==> src/rtl/ram_16x8_responder_pkg.sv <==
// ----------------------------------------------------------------------------
// ram_16x8_responder_pkg
//   Shared defaults for the 16x8 main memory and the loader state encoding.
//   DEF_ADDR_BITS / DEF_DATA_BITS : default address and word widths
//   ld_state_e                    : loader FSM states (2-bit)
// ----------------------------------------------------------------------------
package ram_16x8_responder_pkg;

  localparam int DEF_ADDR_BITS = 4;
  localparam int DEF_DATA_BITS = 8;

  typedef enum logic [1:0] {
    LD_IDLE = 2'd0,
    LD_LOAD = 2'd1,
    LD_DONE = 2'd2
  } ld_state_e;

endpackage

==> src/rtl/ram_16x8_responder_if.sv <==
// ----------------------------------------------------------------------------
// ram_16x8_responder_if
//   Bus bundle for the main memory: run-mode port (address, data_in, ram_in,
//   ram_out, data_out, out_valid) and loader port (prog_mode, prog_start_addr,
//   prog_data, prog_valid, prog_ready, prog_addr, prog_done).
//   slave  : memory side
//   master : CPU / loader source side
// ----------------------------------------------------------------------------
interface ram_16x8_responder_if
  import ram_16x8_responder_pkg::*;
#(
  parameter int RAM_ADDRESS_BITS = DEF_ADDR_BITS,
  parameter int DATA_BITS        = DEF_DATA_BITS
) ();

  logic [RAM_ADDRESS_BITS-1:0] address;
  logic [DATA_BITS-1:0]        data_in;
  logic                        ram_in;
  logic                        ram_out;
  logic [DATA_BITS-1:0]        data_out;
  logic                        out_valid;
  logic                        prog_mode;
  logic [RAM_ADDRESS_BITS-1:0] prog_start_addr;
  logic [DATA_BITS-1:0]        prog_data;
  logic                        prog_valid;
  logic                        prog_ready;
  logic [RAM_ADDRESS_BITS-1:0] prog_addr;
  logic                        prog_done;

  modport slave (
    input  address, data_in, ram_in, ram_out,
    input  prog_mode, prog_start_addr, prog_data, prog_valid,
    output data_out, out_valid, prog_ready, prog_addr, prog_done
  );

  modport master (
    output address, data_in, ram_in, ram_out,
    output prog_mode, prog_start_addr, prog_data, prog_valid,
    input  data_out, out_valid, prog_ready, prog_addr, prog_done
  );

endinterface

==> src/rtl/ram_16x8_responder_loader_fsm.sv <==
// ----------------------------------------------------------------------------
// ram_loader_fsm
//   Program-mode loader: fills memory from a valid/ready byte source,
//   auto-incrementing from a start address sampled on entry to LOAD.
//   clk, reset          : clock, async active-high reset
//   prog_mode_i         : 1 = program mode
//   prog_start_addr_i   : first address to fill
//   prog_data_i/valid_i : byte source
//   prog_ready_o        : byte accepted this cycle (with valid)
//   prog_addr_o         : next address to write
//   prog_done_o         : last address written
//   idle_o              : FSM in IDLE (run port may operate)
//   wr_en_o/addr_o/data_o : memory write request to the top
// ----------------------------------------------------------------------------
module ram_loader_fsm
  import ram_16x8_responder_pkg::*;
#(
  parameter int RAM_ADDRESS_BITS = DEF_ADDR_BITS,
  parameter int DATA_BITS        = DEF_DATA_BITS
) (
  input  logic                        clk,
  input  logic                        reset,
  input  logic                        prog_mode_i,
  input  logic [RAM_ADDRESS_BITS-1:0] prog_start_addr_i,
  input  logic [DATA_BITS-1:0]        prog_data_i,
  input  logic                        prog_valid_i,
  output logic                        prog_ready_o,
  output logic [RAM_ADDRESS_BITS-1:0] prog_addr_o,
  output logic                        prog_done_o,
  output logic                        idle_o,
  output logic                        wr_en_o,
  output logic [RAM_ADDRESS_BITS-1:0] wr_addr_o,
  output logic [DATA_BITS-1:0]        wr_data_o
);

  localparam logic [RAM_ADDRESS_BITS-1:0] LAST_ADDR = '1;

  ld_state_e                   state_q;
  logic [RAM_ADDRESS_BITS-1:0] addr_q;
  logic                        done_q;
  logic                        accept;

  // Ready drops in the same cycle prog_mode drops, so an abort never writes.
  assign prog_ready_o = (state_q == LD_LOAD) & prog_mode_i;
  assign accept       = prog_ready_o & prog_valid_i;

  always_ff @(posedge clk or posedge reset) begin
    if (reset) begin
      state_q <= LD_IDLE;
      addr_q  <= '0;
      done_q  <= 1'b0;
    end else begin
      case (state_q)
        LD_IDLE: begin
          if (prog_mode_i) begin
            state_q <= LD_LOAD;
            addr_q  <= prog_start_addr_i;
          end
        end
        LD_LOAD: begin
          if (!prog_mode_i) begin
            state_q <= LD_IDLE;
          end else if (accept) begin
            // Pointer wraps to 0 after the top word; the top word ends the load.
            addr_q <= addr_q + 1'b1;
            if (addr_q == LAST_ADDR) begin
              state_q <= LD_DONE;
              done_q  <= 1'b1;
            end
          end
        end
        LD_DONE: begin
          if (!prog_mode_i) begin
            state_q <= LD_IDLE;
            done_q  <= 1'b0;
          end
        end
        default: begin
          state_q <= LD_IDLE;
          done_q  <= 1'b0;
        end
      endcase
    end
  end

  assign prog_addr_o = addr_q;
  assign prog_done_o = done_q;
  assign idle_o      = (state_q == LD_IDLE);
  assign wr_en_o     = accept;
  assign wr_addr_o   = addr_q;
  assign wr_data_o   = prog_data_i;

endmodule

==> src/rtl/ram_16x8_responder.sv <==
// ----------------------------------------------------------------------------
// ram_16x8_responder
//   Main memory of the 8-bit computer. Run mode writes/reads the word at the
//   MAR address; program mode hands the array to the loader FSM.
//   clk   : system clock
//   reset : async active-high; clears outputs and loader, not the array
//   bus   : ram_16x8_responder_if.slave (run port + loader port)
// ----------------------------------------------------------------------------
module ram_16x8_responder
  import ram_16x8_responder_pkg::*;
#(
  parameter int RAM_ADDRESS_BITS = DEF_ADDR_BITS,
  parameter int DATA_BITS        = DEF_DATA_BITS
) (
  input  logic                 clk,
  input  logic                 reset,
  ram_16x8_responder_if.slave  bus
);

  localparam int DEPTH = 1 << RAM_ADDRESS_BITS;

  logic [DATA_BITS-1:0]        mem_q [DEPTH];
  logic [DATA_BITS-1:0]        data_out_q, data_out_d;
  logic                        out_valid_q, out_valid_d;

  logic                        ld_idle;
  logic                        ld_we;
  logic [RAM_ADDRESS_BITS-1:0] ld_waddr;
  logic [DATA_BITS-1:0]        ld_wdata;
  logic                        run_en;
  logic                        rd_fire;

  ram_loader_fsm #(
    .RAM_ADDRESS_BITS (RAM_ADDRESS_BITS),
    .DATA_BITS        (DATA_BITS)
  ) u_loader (
    .clk               (clk),
    .reset             (reset),
    .prog_mode_i       (bus.prog_mode),
    .prog_start_addr_i (bus.prog_start_addr),
    .prog_data_i       (bus.prog_data),
    .prog_valid_i      (bus.prog_valid),
    .prog_ready_o      (bus.prog_ready),
    .prog_addr_o       (bus.prog_addr),
    .prog_done_o       (bus.prog_done),
    .idle_o            (ld_idle),
    .wr_en_o           (ld_we),
    .wr_addr_o         (ld_waddr),
    .wr_data_o         (ld_wdata)
  );

  // Run strobes only count in IDLE with prog_mode low; an IDLE cycle with
  // prog_mode high is the entry into LOAD and ignores them.
  assign run_en  = ld_idle & ~bus.prog_mode;
  assign rd_fire = run_en & bus.ram_out;

  // Array has no reset so a loaded program survives a CPU reset. Loader
  // writes and run writes are mutually exclusive by state.
  always_ff @(posedge clk) begin
    if (ld_we) begin
      mem_q[ld_waddr] <= ld_wdata;
    end else if (run_en && bus.ram_in) begin
      mem_q[bus.address] <= bus.data_in;
    end
  end

  // Read samples the pre-edge array contents, giving read-before-write.
  always_comb begin
    data_out_d  = data_out_q;
    out_valid_d = rd_fire;
    if (rd_fire) data_out_d = mem_q[bus.address];
  end

  always_ff @(posedge clk or posedge reset) begin
    if (reset) begin
      data_out_q  <= '0;
      out_valid_q <= 1'b0;
    end else begin
      data_out_q  <= data_out_d;
      out_valid_q <= out_valid_d;
    end
  end

  assign bus.data_out  = data_out_q;
  assign bus.out_valid = out_valid_q;

endmodule
==> src/flat_wrapper.sv <==
// flat-port wrapper written by rule: the top's interface ports become plain ports
module ram_16x8_responder_flat import ram_16x8_responder_pkg::*;
#(
  parameter int RAM_ADDRESS_BITS = DEF_ADDR_BITS,
  parameter int DATA_BITS        = DEF_DATA_BITS
)
  (clk, reset, bus_address, bus_data_in, bus_ram_in, bus_ram_out, bus_prog_mode, bus_prog_start_addr, bus_prog_data, bus_prog_valid, bus_data_out, bus_out_valid, bus_prog_ready, bus_prog_addr, bus_prog_done);
  ram_16x8_responder_if #(.RAM_ADDRESS_BITS(RAM_ADDRESS_BITS), .DATA_BITS(DATA_BITS)) bus_i ();
  input  logic clk;
  input  logic reset;
  input wire logic [$bits(bus_i.address)-1:0] bus_address;
  input wire logic [$bits(bus_i.data_in)-1:0] bus_data_in;
  input wire logic [$bits(bus_i.ram_in)-1:0] bus_ram_in;
  input wire logic [$bits(bus_i.ram_out)-1:0] bus_ram_out;
  input wire logic [$bits(bus_i.prog_mode)-1:0] bus_prog_mode;
  input wire logic [$bits(bus_i.prog_start_addr)-1:0] bus_prog_start_addr;
  input wire logic [$bits(bus_i.prog_data)-1:0] bus_prog_data;
  input wire logic [$bits(bus_i.prog_valid)-1:0] bus_prog_valid;
  output wire logic [$bits(bus_i.data_out)-1:0] bus_data_out;
  output wire logic [$bits(bus_i.out_valid)-1:0] bus_out_valid;
  output wire logic [$bits(bus_i.prog_ready)-1:0] bus_prog_ready;
  output wire logic [$bits(bus_i.prog_addr)-1:0] bus_prog_addr;
  output wire logic [$bits(bus_i.prog_done)-1:0] bus_prog_done;
  assign bus_i.address = bus_address;
  assign bus_i.data_in = bus_data_in;
  assign bus_i.ram_in = bus_ram_in;
  assign bus_i.ram_out = bus_ram_out;
  assign bus_i.prog_mode = bus_prog_mode;
  assign bus_i.prog_start_addr = bus_prog_start_addr;
  assign bus_i.prog_data = bus_prog_data;
  assign bus_i.prog_valid = bus_prog_valid;
  assign bus_data_out = bus_i.data_out;
  assign bus_out_valid = bus_i.out_valid;
  assign bus_prog_ready = bus_i.prog_ready;
  assign bus_prog_addr = bus_i.prog_addr;
  assign bus_prog_done = bus_i.prog_done;
  ram_16x8_responder #(.RAM_ADDRESS_BITS(RAM_ADDRESS_BITS), .DATA_BITS(DATA_BITS)) u_core (.clk(clk), .reset(reset), .bus(bus_i));
endmodule
==> config.mk <==
export PLATFORM = sky130hd
export DESIGN_NAME = ram_16x8_responder_flat
export DESIGN_NICKNAME = d
export VERILOG_FILES = /design/src/rtl/ram_16x8_responder_pkg.sv /design/src/rtl/ram_16x8_responder_if.sv /design/src/rtl/ram_16x8_responder_loader_fsm.sv /design/src/rtl/ram_16x8_responder.sv /design/src/flat_wrapper.sv
export SDC_FILE = /design/constraint.sdc
export NUM_CORES = 1
export LEC_CHECK = 0
export ABC_CLOCK_PERIOD_IN_PS = 2000
export CAP_MARGIN = 20
export CORE_AREA = 2 2 112 114
export CTS_CLUSTER_SIZE = 30
export DETAILED_ROUTE_END_ITERATION = 10
export DIE_AREA = 0 0 114 116
export GPL_TIMING_DRIVEN = 1
export PLACE_DENSITY = 0.72
export REMOVE_ABC_BUFFERS = 1
export SETUP_SLACK_MARGIN = 0.1
export SYNTH_ARGS = -nofsm -noshare
export SYNTH_HDL_FRONTEND = slang
export SYNTH_SLANG_ARGS = --single-unit
==> constraint.sdc <==
create_clock -name clk -period 2 [get_ports clk]
set_input_delay 0.4 -clock clk [delete_from_list [all_inputs] [get_ports clk]]
set_output_delay 0.4 -clock clk [all_outputs]
set_load 0.01 [all_outputs]
## Word level (Yosys, flattened, before mapping)

Memory sizes are Yosys's and may differ from the RTL's. A register that Yosys moved wholly into a read port is not among the register bits.
Cells that the tools add are included.

| cells by class | value |
|---|---|
| $add $sub $neg | 1 |
| equality and inequality tests | 10 |
| mux-type cells | 23 |
| bitwise logic cells | 6 |
| reductions and logical operators | 7 |

Operator list:

| kind | count |
|---|---|
| $mux W4 | 4 |
| $mux W1 | 10 |
| $mux W2 | 5 |
| $mux W8 | 1 |
| $pmux W4 S2 | 1 |
| $reduce_and A4 Y1 | 2 |
| $reduce_or A8 Y1 | 1 |
| $ne A2 B2 Y1 const B | 3 |
| $ne A3 B2 Y1 const B | 2 |
| $pmux W2 S3 | 1 |
| $reduce_and A5 Y1 | 1 |
| $add A4 B1 Y4 const B | 1 |
| $and A1 B1 Y1 | 4 |
| $eq A4 B4 Y1 const B | 1 |
| $ne A2 B1 Y1 const B | 2 |
| $pmux W1 S3 | 1 |
| $eq A2 B1 Y1 const B | 1 |
| $eq A2 B2 Y1 const B | 1 |
| $logic_not A2 Y1 | 1 |
| $not A1 Y1 | 2 |
| $reduce_bool A2 Y1 | 1 |
| $logic_and A1 B1 Y1 | 1 |

| word-level totals | value |
|---|---|
| register bits | 8 |
| memory bits (writable) | 128 |
| input port bits | 30 |
| output and inout port bits | 15 |
| memories | 1 |

Memory list:

| name | words | bits a word | rd ports | clocked after memory_dff | write ports | RTL line | source |
|---|---|---|---|---|---|---|---|
| u_core.mem_q | 16 | 8 | 1 | 1 | 1 | ram_16x8_responder.sv:22 | `logic [DATA_BITS-1:0] mem_q [DEPTH];` |

## Depth between registers and ports, before layout

| depth | value |
|---|---|
| word-level depth | 8 |
| gate-level depth with buffers | 7 |
| gate-level depth less buffers | 5 |

## By module

From an unflattened synthesis, not the netlist that was laid out.

| unflattened totals | value |
|---|---|
| cells, all modules | 330 |
| area total of the unflattened synthesis | 6,008.3 µm² |

Modules (own cells, without submodules):

| module | instances | cells an instance | area each (µm²) |
|---|---|---|---|
| ram_16x8_responder | 1 | 276 | 5,501.5 |
| ram_loader_fsm | 1 | 54 | 506.7 |

## Worst setup path after synthesis

No wires, ideal clock.

| path | value |
|---|---|
| path kind | flip-flop to flip-flop |
| start point | register u_core.u_loader.state_q[0] |
| end point | memory u_core.mem_q[11][0] in the netlist's numbering, enable pin |
| data arrival time | 1.723 ns |
| data required time | 1.630 ns |
| setup slack | -0.094 ns |
| stages on the path, launching flop included | 6 |
| buffers on the path | 1 |
| clock period less this slack | 2.094 ns |
| cell sequence | dfrtp_1 buf_6 or3b_2 a21oi_1 o21ai_0 nor2_1 |

| between the ends | value |
|---|---|
| cells in the longest elaborated chain, start to end | 8 |
| elaborated cells between the ends (all ways) | 14 |

RTL lines:

| what | RTL line | source |
|---|---|---|
| from (decl) | ram_16x8_responder_loader_fsm.sv:38 | `ld_state_e state_q;` |
| from (signal assigned) | ram_16x8_responder_loader_fsm.sv:49 | `state_q <= LD_IDLE;` |
| from (signal assigned) | ram_16x8_responder_loader_fsm.sv:56 | `state_q <= LD_LOAD;` |
| from (signal assigned) | ram_16x8_responder_loader_fsm.sv:62 | `state_q <= LD_IDLE;` |
| $logic_not A2 Y1 | ram_16x8_responder_loader_fsm.sv:88 | `assign idle_o = (state_q == LD_IDLE);` |
| $and A1 B1 Y1 | ram_16x8_responder.sv:54 | `assign run_en = ld_idle & ~bus.prog_mode;` |
| $logic_and A1 B1 Y1 | ram_16x8_responder.sv:62 | `end else if (run_en && bus.ram_in) begin` |
| $mux W1 | ram_16x8_responder.sv:62 |  |
| $mux W1 | ram_16x8_responder.sv:60 | `if (ld_we) begin` |
| $mux W1 (not written as such) | ram_16x8_responder.sv:63 | `mem_q[bus.address] <= bus.data_in;` |
| $reduce_or A8 Y1 (no source line) | - |  |
| $mux W4 (no source line) / $mux W1 (equally long branches) | - |  |
| to (decl) | ram_16x8_responder.sv:22 |  |

Parallel ways exist; a longest one is shown, timed or not.

## Worst setup path in the final report

| path | value |
|---|---|
| start point | register u_core.u_loader.state_q[0] |
| end point | memory u_core.mem_q[10][5] in the netlist's numbering, enable pin |

Same word-level chain as after synthesis.

==> summary.md <==
| Metric | Value |
|---|---|
| Final Hold Fails | 0 |
| Most frequent cells in the layout | edfxtp_1 (128), clkdlybuf4s50_1 (42), buf_4 (37) |
| Synth Area in Adders | 0.211% |
| Initial core utilization | 49.8% |
| HPWL after DPL | 9560 um |
| Crit path DAT | 2.28 ns |
| Hold Worst Slack | 0.391 ns |
| Number of synthesis warnings | 0 |
| Worst vdd rail ir drop | 0.627 mV |
| Initial antenna violation count | 0 |
| Fin Clk Skew | 0.00930 ns |
| Max Cap Viol | 0 |
| Yosys cell types | 41 |
| Data required, critical path | 2.18 ns |
| DRT Wirelength | 16300 um |
| Post-Syn Area | 5930 um2 |
| H-tree depth | 4 |
| Fmax | 477 MHz |
| XOR/XNOR Fraction of Synth Area | 0% |
| CP Launch Type | flop |
| P_leak | 2.83 nW |
| Clock latency at the later pin of the worst-skew pair | 0.42 ns |
| Avg Cell Area, Syn | 18.3 um2 |
| Yosys top cell by area | edfxtp_1 |
| CP Max Fanout | 7 |
| Num rows | 40 |
| Kind of critical path | flop to flop |
| Vias per cell | 6.23 |
| Fin worst setup slack | -0.0978 ns |
| Compound-gate portion of the synthesized area | 4.20% |
| Violated checks | setup timing |
| Congestion Overflow GR | 0 |
| CTS buffer count | 17 |
| Die area | 13200 um2 |
| Status | finished, violations left |
| Pin count of the biggest net entering global routing | 17 |
| Final antenna-violating net count | 0 |
| Diode count | 0 |
| First-pass GRT wire length | 23600 um |
| Minimum clock period | 2.10 ns |
| Setup-failing EPs final | 235 |
| Power density cells | 1010 nW/um2 |
| FF+latch count, synth | 144 |
| Yosys top cell area share | 64.8% |
| Most frequent CP cell | buf_6 |
| Worst Max-Slew Pin Slew | 0.708 ns |
| CP endpoint kind | flop |
| Die X | 114 um |
| I/O pin total | 45 |
| Clk slew on worst S/H paths | 0.07 ns |
| Vias in the first global route | 3899 |
| Mux contribution to synthesized area | 16.1% |
| Fin. max-slew vios | 0 |
| Slowest library cell on the worst path | dfrtp_1 |
| # DRC | 0 |
| Final period util | 105% |
| Slew headroom | 52.7% |
| Path category of the worst min-delay check | input pin to async pin |
| Main combinational cell family by area after synthesis | multiplexers |
| CTS root buf | clkbuf_16 |
| Total track usage | 25.6% |
| Register area | 4240 um2 |
| CTS tree | built |
| Leading cell type in the layout, fill and taps excluded | edfxtp_1 |
| CTS Buffer Depth | 2 |
| CP max stage delay | 0.41 ns |
| Post-route cell area | 8040 um2 |
| Post-synthesis simple-gate area fraction | 6.01% |
| Clk sinks | 144 |
| Buf+Inv Stages, Crit Path | 5 |
| Core area | 11900 um2 |
| Port buffer count | 44 |
| Multi-input gate area | 1870 um2 |
| Nets | 479 |
| Layout cells sized above 1 | 39.5% |
| CP top delay family | buffers and inverters |
| Reg-to-reg setup timing slack | -0.1 ns |
| Placer congestion estimate | 0.826 |
| 1st-pass router iterations | 5 |
| DR iter-0 viols | 347 |
| Vias | 3788 |
| DP Area | 6960 um2 |
| Post-CTS Hold Fix Bufs | 0 |
| Cells after synthesis | 325 |
| Fillers | 749 |
| Die height | 116 um |
| Register area share after synthesis | 71.5% |
| Routed WL per cell | 26.8 um |
| Critical-path cell list | buf_6 > nor4b_4 > buf_12 > buf_6 > nor3b_1 > a31oi_1 > buf_4 > nor2_2 > buf_6 |
| Top cells by area, synth | edfxtp_1 (65%), mux4_2 (9.9%), dfrtp_1 (6.7%) |
| RSZ-0062 raised after global routing | true |
| Layout overhead on the synthesized area | 35.5% |
[synthesized netlist by cell type (all sizes together)]
| cell | number |
|---|---|
| nand3 | 3 |
| a2111oi | 1 |
| mux2i | 12 |
| nor2b | 6 |
| a22oi | 4 |
| o22ai | 3 |
| or4b | 1 |
| o21ai | 11 |
| buf | 13 |
| edfxtp | 128 |
| o221ai | 3 |
| and3 | 1 |
| ha | 1 |
| nor3b | 5 |
| and2 | 1 |
| nor4b | 1 |
| a211oi | 2 |
| a31oi | 5 |
| a21bo | 1 |
| nor3 | 2 |
| nand2b | 6 |
| nor2 | 21 |
| nand2 | 10 |
| nor4 | 2 |
| a21oi | 9 |
| clkbuf | 3 |
| inv | 5 |
| dfrtp | 16 |
| a211o | 1 |
| or3b | 1 |
| nand4 | 1 |
| mux2 | 15 |
| and3b | 2 |
| mux4 | 29 |
[metrics by stage]
step	TNS (ns)	std cells	worst slack, ns	util (%)	power (W)
after floorplan	-61.72	309	-0.461	-	0.00413
after global placement	-110.19	562	-0.523	58.4	0.00478
after detailed placement	-114.92	562	-0.509	58.4	0.00481
after CTS	-12.86	606	-0.0869	66.0	0.00796
after global routing	-22.56	608	-0.150	67.5	0.00835
final	-9.50	608	-0.0978	67.5	0.00812
[area by class of cell]
type	instances	share of cell area (%)
timing repair buffer	114	14.4
multi-input combinational	166	23.2
clock buffer	18	5.34
sequential	144	52.8
clock inverter	14	1.77
inverter	5	0.233
tap	147	2.29
[power breakdown]
part	total, W	switching, W	internal (W)	leakage [nW]
Sequential	0.00364	0.000166	0.00348	1.35
Combinational	0.00139	0.000701	0.000692	1.22
Clock	0.00309	0.00126	0.00183	0.266
Total	0.00812	0.00212	0.00600	2.83
[metal layers]
metal | GRT usage (%) | wire length, um | part of all wire (%) | vias up
met5 | 0 | 0 | 0 | -
met4 | 10.7 | 591 | 3.6 | 0
met3 | 8.63 | 1450 | 8.9 | 51
met2 | 41.7 | 7980 | 49 | 243
met1 | 31.8 | 6250 | 38 | 1926
li1 | - | - | - | 1568
[registers in the layout, indices dropped and copies added (netlist names)]
name and flops:
u_core.u_loader.prog_addr_o 4, u_core.mem_q 128, u_core.u_loader.state_q 2, u_core.bus.out_valid 1
u_core.u_loader.prog_done_o 1, u_core.bus.data_out 8
[final timing paths]
path                                          end  depth (start not counted)                  startpoint
max in group asynchronous  u_core.bus.data_out[0]                          2                       reset
min                        u_core.bus.data_out[2]                          2                       reset
max                           u_core.mem_q[10][5]                          9  u_core.u_loader.state_q[0]
min in group clk           u_core.bus.data_out[1]                          1      u_core.bus.data_out[1]
min reg2reg                u_core.bus.data_out[1]                          1      u_core.bus.data_out[1]
max reg2reg                   u_core.mem_q[10][5]                          9  u_core.u_loader.state_q[0]
[cells by family (layout without fill, tap and decap cells)]
family	count (synthesis)	after routing
flip-flops	144	144
AO/OA/AOI/OAI	40	40
adder cells (fa/ha/maj)	1	1
AND/OR/NAND/NOR	63	63
buffers and inverters	21	151
multiplexers	56	62
[worst register-to-register path: stages, from the launching register on]
cell,delay [ns]
dfrtp_1,0.41
buf_6,0.14
nor4b_4,0.35
buf_12,0.16
buf_6,0.10
nor3b_1,0.05
a31oi_1,0.22
buf_4,0.21
nor2_2,0.07
buf_6,0.16
[repair_timing]
item	in CTS	in global routing
setup endpoints to repair	260	264
pin swaps	9	10
hold endpoints to repair	0	0
resized for setup	60	35
cloned	7	0
buffers inserted	5	4
No activity file was read; power rests on OpenSTA's default activity.
